**src/rtl/bcd_conv_sched.sv**
```systemverilog
// Two-requester sequential binary-to-BCD converter (double-dabble, one bit per clock).
// Optional 7-segment output HEX_BUS enabled by defining BCD_CONV_SEG7_EN.
//
// state  | meaning
// IDLE   | waiting for a request; arbitrates and captures the operand
// SHIFT  | add-3 adjust then shift, one operand bit per clock
// DONE   | result registered; ACK of the granted requester is high
module bcd_conv_sched #(
  parameter int BIN_W  = 10,
  parameter int DIGITS = 4
) (
  input  logic                  CLOCK_50,
  input  logic                  RST_N,
  input  logic                  REQ0,
  input  logic [BIN_W-1:0]      BIN0,
  input  logic                  REQ1,
  input  logic [BIN_W-1:0]      BIN1,
  output logic                  ACK0,
  output logic                  ACK1,
  output logic                  OWNER,
  output logic                  BUSY,
  output logic [4*DIGITS-1:0]   BCD_OUT
`ifdef BCD_CONV_SEG7_EN
  ,
  output logic [7*DIGITS-1:0]   HEX_BUS
`endif
);

  localparam int BCD_W = 4 * DIGITS;
  localparam int CNT_W = $clog2(BIN_W + 1);

  typedef enum logic [1:0] {
    ST_IDLE  = 2'd0,
    ST_SHIFT = 2'd1,
    ST_DONE  = 2'd2
  } state_t;

  state_t             state_q, state_d;
  logic [BIN_W-1:0]   sh_q, sh_d;
  logic [BCD_W-1:0]   acc_q, acc_d;
  logic [CNT_W-1:0]   cnt_q, cnt_d;
  logic               win_q, win_d;
  logic               last_q, last_d;
  logic [BCD_W-1:0]   bcd_q, bcd_d;
  logic               owner_q, owner_d;

  logic [BCD_W-1:0]         adj;
  logic [BCD_W+BIN_W-1:0]   shv;
  logic                     gnt_any;
  logic                     gnt_sel;

  always_comb begin
    adj = acc_q;
    for (int d = 0; d < DIGITS; d++) begin
      if (acc_q[4*d +: 4] >= 4'd5) adj[4*d +: 4] = acc_q[4*d +: 4] + 4'd3;
    end
    shv = {adj, sh_q} << 1;
  end

  // With both requests high, the requester that was not served last wins.
  assign gnt_any = REQ0 | REQ1;
  assign gnt_sel = (REQ0 & REQ1) ? ~last_q : REQ1;

  always_comb begin
    state_d = state_q;
    sh_d    = sh_q;
    acc_d   = acc_q;
    cnt_d   = cnt_q;
    win_d   = win_q;
    last_d  = last_q;
    bcd_d   = bcd_q;
    owner_d = owner_q;
    case (state_q)
      ST_IDLE: begin
        if (gnt_any) begin
          sh_d    = gnt_sel ? BIN1 : BIN0;
          acc_d   = '0;
          cnt_d   = '0;
          win_d   = gnt_sel;
          last_d  = gnt_sel;
          state_d = ST_SHIFT;
        end
      end
      ST_SHIFT: begin
        acc_d = shv[BIN_W +: BCD_W];
        sh_d  = shv[BIN_W-1:0];
        cnt_d = cnt_q + CNT_W'(1);
        if (cnt_q == CNT_W'(BIN_W - 1)) begin
          bcd_d   = shv[BIN_W +: BCD_W];
          owner_d = win_q;
          state_d = ST_DONE;
        end
      end
      ST_DONE: begin
        state_d = ST_IDLE;
      end
      default: begin
        state_d = ST_IDLE;
      end
    endcase
  end

  always_ff @(posedge CLOCK_50 or negedge RST_N) begin
    if (!RST_N) begin
      state_q <= ST_IDLE;
      sh_q    <= '0;
      acc_q   <= '0;
      cnt_q   <= '0;
      win_q   <= 1'b0;
      last_q  <= 1'b1;
      bcd_q   <= '0;
      owner_q <= 1'b0;
    end else begin
      state_q <= state_d;
      sh_q    <= sh_d;
      acc_q   <= acc_d;
      cnt_q   <= cnt_d;
      win_q   <= win_d;
      last_q  <= last_d;
      bcd_q   <= bcd_d;
      owner_q <= owner_d;
    end
  end

  assign ACK0    = (state_q == ST_DONE) && !win_q;
  assign ACK1    = (state_q == ST_DONE) &&  win_q;
  assign BUSY    = (state_q != ST_IDLE);
  assign OWNER   = owner_q;
  assign BCD_OUT = bcd_q;

`ifdef BCD_CONV_SEG7_EN
  // Active-low segments, bit order {g,f,e,d,c,b,a}.
  function automatic logic [6:0] hex_to_7seg(input logic [3:0] h);
    logic [6:0] s;
    case (h)
      4'h0: s = 7'h40;  4'h1: s = 7'h79;  4'h2: s = 7'h24;  4'h3: s = 7'h30;
      4'h4: s = 7'h19;  4'h5: s = 7'h12;  4'h6: s = 7'h02;  4'h7: s = 7'h78;
      4'h8: s = 7'h00;  4'h9: s = 7'h10;  4'hA: s = 7'h08;  4'hB: s = 7'h03;
      4'hC: s = 7'h46;  4'hD: s = 7'h21;  4'hE: s = 7'h06;  default: s = 7'h0E;
    endcase
    return s;
  endfunction

  always_comb begin
    HEX_BUS = '0;
    for (int d = 0; d < DIGITS; d++) begin
      HEX_BUS[7*d +: 7] = hex_to_7seg(bcd_q[4*d +: 4]);
    end
  end
`endif

endmodule
```
**config.mk**
```make
export PLATFORM = sky130hd
export DESIGN_NAME = bcd_conv_sched
export DESIGN_NICKNAME = d
export VERILOG_FILES = /design/src/rtl/bcd_conv_sched.sv
export SDC_FILE = /design/constraint.sdc
export NUM_CORES = 1
export LEC_CHECK = 0
export BUFFER_PORTS_ARGS = -buffer_cell sky130_fd_sc_hd__buf_2
export CORE_AREA = 8 8 105 59
export CTS_CLUSTER_SIZE = 25
export DETAILED_ROUTE_END_ITERATION = 6
export DIE_AREA = 0 0 113 67
export PLACE_DENSITY = 0.77
export SKIP_CTS_REPAIR_TIMING = 1
export SLEW_MARGIN = 20
export SYNTH_ARGS = -nofsm -noshare
export SYNTH_HDL_FRONTEND = slang
export SYNTH_SLANG_ARGS = --single-unit
```
**constraint.sdc**
```tcl
create_clock -name CLOCK_50 -period 2.2 [get_ports CLOCK_50]
set_clock_uncertainty 0.15 [all_clocks]
set_input_delay 0 -clock CLOCK_50 [delete_from_list [all_inputs] [get_ports CLOCK_50]]
set_output_delay 0 -clock CLOCK_50 [all_outputs]
set_load 0.05 [all_outputs]
```
==> results of run 1 <==
routing by layer:
layer	track usage (%)	vias up	wire (µm)
met4	4.44	0	32
met2	22.8	65	2570
met1	20.3	929	2670
li1	-	950	-
met5	0	-	0
met3	4.78	4	370
per-stage QoR:
step | power (mW) | setup slack, ps | cell area [µm²]
after CTS | 4.98 | 345 | 2880
after detailed placement | 4.28 | 365 | 2770
after floorplan | 3.69 | 435 | 2500
after global routing | 5.42 | 74.2 | 3120
after global placement | 4.18 | 426 | 2770
final | 5.03 | 187 | 3120
cell families (layout without fill, tap and decap cells):
group / after synthesis / in the layout / share of synthesized area (%)
mux: 24 / 24 / 10.9
buf+inv: 21 / 91 / 4.55
simple gates: 53 / 53 / 11.7
fa+ha+maj: 10 / 10 / 5.01
compound gates: 65 / 65 / 15.4
flops: 51 / 51 / 51.1
xor+xnor: 4 / 4 / 1.40
critical path, stage by stage (launching register included):
cell and delay (ps):
dfstp_2 380, a21boi_1 210, buf_4 260, mux2i_1 240, dlygate4sd3_1 560, o21ai_0 70
sequential cells by signal, indices dropped and copies added, names as in the netlist:
name and cells:
BCD_OUT 16, state_q 2, last_q 1, sh_q 10, OWNER 1, acc_q 16
win_q 1, cnt_q 4
final cells by class:
| cell class | instances | area, µm² | area share (%) |
|---|---|---|---|
| multi-input cells | 156 | 1110 | 35.7 |
| well taps | 60 | 75.1 | 2.41 |
| repair buffers | 73 | 498 | 16.0 |
| flip-flops and latches | 51 | 1280 | 41.0 |
| inverters | 10 | 37.5 | 1.20 |
| clock buffers | 6 | 82.6 | 2.65 |
| clock inverters | 2 | 35.0 | 1.12 |
placed cells by master, fill, tap and decap left out, types with 10 or more instances in the layout:
master	synthesis	layout
a21oi_1	20	20
buf_2	4	43
dfrtp_1	50	50
dlygate4sd3_1	0	23
ha_1	10	10
inv_1	10	10
mux2i_1	14	14
nand2_1	12	12
o21ai_0	17	17
path summary, 6_finish.rpt:
path                                       from                       to  cells past startpoint
setup / recovery             last_q$_DFFE_PN1P_      sh_q[8]$_DFFE_PN0P_                      5
max in group asynchronous                 RST_N   BCD_OUT[4]$_DFFE_PN0P_                      3
hold reg to reg            cnt_q[3]$_DFFE_PN0P_     cnt_q[3]$_DFFE_PN0P_                      1
min in group asynchronous                 RST_N  BCD_OUT[15]$_DFFE_PN0P_                      2
setup reg to reg             last_q$_DFFE_PN1P_      sh_q[8]$_DFFE_PN0P_                      5
hold / removal                             REQ1        win_q$_DFFE_PN0P_                      3
power groups by stage:
stage	sequential, mW	combinational [mW]	clock (mW)
after floorplan	2.21	1.48	0
after global placement	1.73	2.46	0
after detailed placement	1.74	2.54	0
after CTS	1.73	2.56	0.693
after global routing	1.80	2.88	0.738
final	1.73	2.62	0.682
==> impl_results.md, run 1 <==
- Asr flop ratio synth: 100%
- Buffers added on ports: 43
- Post-synth EDFFs: 0
- Worst-path clk slew: 90 ps
- Area growth syn-to-layout: 24.7%
- CTS tree: done
- First DRT Iteration DRCs: 108
- Routed WL: 5640 µm
- Dpl hpwl: 3680 µm
- Die height: 67 µm
- Combinational power share: 52.0%
- Vias: 1948
- Post-Syn Area: 2500 µm²
- Total GRT Usage: 15.1%
- FF+latch count, synth: 51
- Period Utilization, post-route: 91.5%
- Leakage Power: 1.48 nW
- Final setup fails: 0
- HP Class: in2reg
- Worst slew pin tran: 691 ps
- Dominant synthesized flop cell: dfrtp_1
- TNS Setup: 0 ps
- Nets: 331
- Reg power frac: 34.4%
- Top-count cell post-synth: dfrtp_1
- Startpoint class of the critical path: register
- Post-Synthesis Cells: 228
- Share of layout cells above drive strength 1: 24.2%
- Synth cell types: 31
- GRT overflow: 0
- Synth top area share: 50.1%
- Clock Tree Root: clkbuf_8
- Top cells by area, synth: dfrtp_1, mux2i_1, ha_1
- Core footprint: 4730 µm²
- Residual DRC: 0
- Starting density of the core: 52.9%
- Placed cells: 327
- Worst EP required: 2210 ps
- Fin cells: 358
- PwrDens: 1610 nW/µm²
- Initial DRT Pass Iterations: 4
- Row cnt: 18
- Clk Latency, worst-skew pair: 310 ps
- Htree depth: 2
- Layout filler cell count: 377
- Net Sw Power: 2.29 mW
- Final min period: 2010 ps
- Drt wl/cell: 15.8 µm
- Io pins: 44
- Status: finished, final reports clean
- Die W: 113 µm
- Syn Area/Cell: 11.0 µm²
- Deepest clock path buffer count: 2
- Hold Slack: 28.3 ps
- Clk pwr share: 13.6%
- Sequential fraction of the synthesis area: 51.1%
- ANT cells: 0
- Largest net degree at the start of global routing: 27
- Slew HR: 53.9%
- YS warnings: 0
- Clock buffer count from CTS: 5
- Internal: 2.74 mW
- Initial antenna violation count: 0
- First-pass GRT wire length: 9100 µm
- Post-synth top cells: dfrtp_1, a21oi_1, o21ai_0, mux2i_1, nand2_1
- Worst Path Max Fanout: 10
- Final hold vios: 0
- Peak VDD IR: 1.01 mV
- CP Capture Type: register
- Arr. time, crit path: 2030 ps
- RSZ-0062 raised after global routing: false
- Yosys top cell by area: dfrtp_1
- Syn Nets: 262
- Max Clk Rate: 497 MHz
- Max_cap viols: 0
- Critical path class: reg2reg
- Routed Antenna Nets: 0
- Util after Layout: 65.9%
- Sw Share: 45.5%
- Final Slew Violations: 0
- Die area: 7570 µm²
- Vias per Instance: 5.44
- Routability cong.: 0.811
- Vias in the first global route: 1880
- Reg2Reg Setup Slack: 190 ps
- Clk sinks: 51
Note: power is estimated with default switching activity, not from simulation.
==> run 2: changes to the inputs <==
--- a/config.mk
+++ b/config.mk
@@ -6,11 +6,13 @@
 export NUM_CORES = 1
 export LEC_CHECK = 0
 export BUFFER_PORTS_ARGS = -buffer_cell sky130_fd_sc_hd__buf_2
-export CORE_AREA = 8 8 105 59
+export CELL_PAD_IN_SITES_DETAIL_PLACEMENT = 1
+export CELL_PAD_IN_SITES_GLOBAL_PLACEMENT = 2
+export CORE_AREA = 8 8 127 70
 export CTS_CLUSTER_SIZE = 25
 export DETAILED_ROUTE_END_ITERATION = 6
-export DIE_AREA = 0 0 113 67
-export PLACE_DENSITY = 0.77
+export DIE_AREA = 0 0 135 78
+export PLACE_DENSITY_LB_ADDON = 0.1
 export SKIP_CTS_REPAIR_TIMING = 1
 export SLEW_MARGIN = 20
 export SYNTH_ARGS = -nofsm -noshare
==> run 2 against run 1 <==
Effect of this change: total power is 4.7% higher; register-to-register slack better by 60 ps; critical path depth is 2 higher; critical endpoint unchanged; largest power group unchanged.
==> impl_results.md, run 2 (synthesized netlist as in run 1, its figures left out) <==
- Vias in the first global route: 1978
- Arr. time, crit path: 1920 ps
- Starting density of the core: 35.2%
- Initial antenna violation count: 0
- Routability cong.: 0.719
- Nets: 332
- Total GRT Usage: 11.8%
- Io pins: 44
- Startpoint class of the critical path: input pin
- Clock buffer count from CTS: 5
- Critical path class: in2reg
- Worst-path clk slew: 60 ps
- Residual DRC: 0
- CP Capture Type: register
- Period Utilization, post-route: 88.9%
- Dpl hpwl: 4080 µm
- Clock Tree Root: clkbuf_16
- Largest net degree at the start of global routing: 52
- First-pass GRT wire length: 9920 µm
- Placed cells: 364
- Htree depth: 2
- GRT overflow: 0
- Util after Layout: 45.6%
- Clk sinks: 51
- Max incr delay on CP: 570 ps
- Commonest cells after routing, fill and taps aside: dfrtp_1, buf_2, dlygate4sd3_1, a21oi_1, o21ai_0
- Worst slew pin tran: 980 ps
- Die W: 135 µm
- Final min period: 1960 ps
- Drt wl/cell: 15.7 µm
- Leakage Power: 1.51 nW
- Max_cap viols: 0
- Status: finished, final reports clean
- Fin cells: 395
- Hold Slack: 220 ps
- Commonest non-fill, non-tap cell in the layout: dfrtp_1
- Core footprint: 7100 µm²
- Clk Latency, worst-skew pair: 290 ps
- Reg2Reg Setup Slack: 250 ps
- Reg2reg end: sh_q[8]$_DFFE_PN0P_
- Die area: 10500 µm²
- Peak VDD IR: 0.586 mV
- CTS tree: done
- First DRT Iteration DRCs: 82
- Vias: 1922
- PwrDens: 1630 nW/µm²
- CP Cell Sequence: dlygate4sd3_1 -> buf_2 -> a21boi_1 -> buf_4 -> mux2i_1 -> dlygate4sd3_1 -> o21ai_0
- TNS Setup: 0 ps
- Worst Path Max Fanout: 11
- Die height: 78 µm
- HP Class: in2async
- Buffers added on ports: 43
- Vias per Instance: 4.87
- CP max-delay cell: dlygate4sd3_1
- Pre-CTS WS: 362 ps
- Worst EP required: 2160 ps
- Initial DRT Pass Iterations: 4
- Reg2reg path depth: 5
- Final hold vios: 0
- Routed WL: 6180 µm
- Area growth syn-to-layout: 29.4%
- Final setup fails: 0
- Slew HR: 34.2%
- RSZ-0062 raised after global routing: false
- Most used cell, CP: dlygate4sd3_1
- Routed Antenna Nets: 0
- Setup ws final: 244 ps
- Deepest clock path buffer count: 2
- Final Slew Violations: 0
- Max Clk Rate: 511 MHz
- Row cnt: 22
- Share of layout cells above drive strength 1: 24.1%
- RR Startpoint: last_q$_DFFE_PN1P_
- ANT cells: 0
## run 2: cell count changes in the layout (fill, tap and decap cells not counted), sizes merged
cell / change
buf: +1
## run 2: worst max-delay path by stage
stage / endpoint / slack, ps / start
finish: sh_q[8]$_DFFE_PN0P_ / 240 / REQ0
global route: sh_q[8]$_DFFE_PN0P_ / 130 / last_q$_DFFE_PN1P_
CTS: BCD_OUT[10]$_DFFE_PN0P_ / 340 / cnt_q[1]$_DFFE_PN0P_
detailed placement: BCD_OUT[2]$_DFFE_PN0P_ / 360 / acc_q[0]$_DFFE_PN0P_
global placement: BCD_OUT[2]$_DFFE_PN0P_ / 370 / acc_q[1]$_DFFE_PN0P_
floorplan: ACK0 / 430 / state_q[0]$_DFFE_PN0P_
## run 2: area by class of cell
class / count / area (µm²)
Timing Repair Buffer: 74 / 518
Tap cell: 96 / 120
Sequential cell: 51 / 1280
Fill cell: 796 / 3870
Inverter: 10 / 37.5
Clock buffer: 6 / 139
Multi-Input combinational cell: 156 / 1110
Clock inverter: 2 / 35.0
## run 2: critical path: cells and delay by family
family | cells | cell delay, ps
buffers and inverters | 4 | 1500
AO/OA/AOI/OAI | 2 | 210
multiplexers | 1 | 210
## run 2: per-layer routing
layer	vias up	global-route usage, %	part of all wire (%)
li1	958	-	-
met1	935	15.8	50
met2	21	17.5	44
met3	8	3.47	4.0
met4	0	4.95	1.6
met5	-	0	0
## run 2: per-stage QoR
step	power (mW)	area (µm²)
floorplan	3.69	2500
finish	5.27	3240
global route	5.70	3240
detailed placement	4.33	2830
global placement	4.32	2830
CTS	5.30	3010
## run 2: report_power, final
part           internal [mW]  total, mW  switching, mW
Combinational           1.02       2.62           1.59
Sequential              1.38       1.75          0.364
Clock                  0.566      0.905          0.339
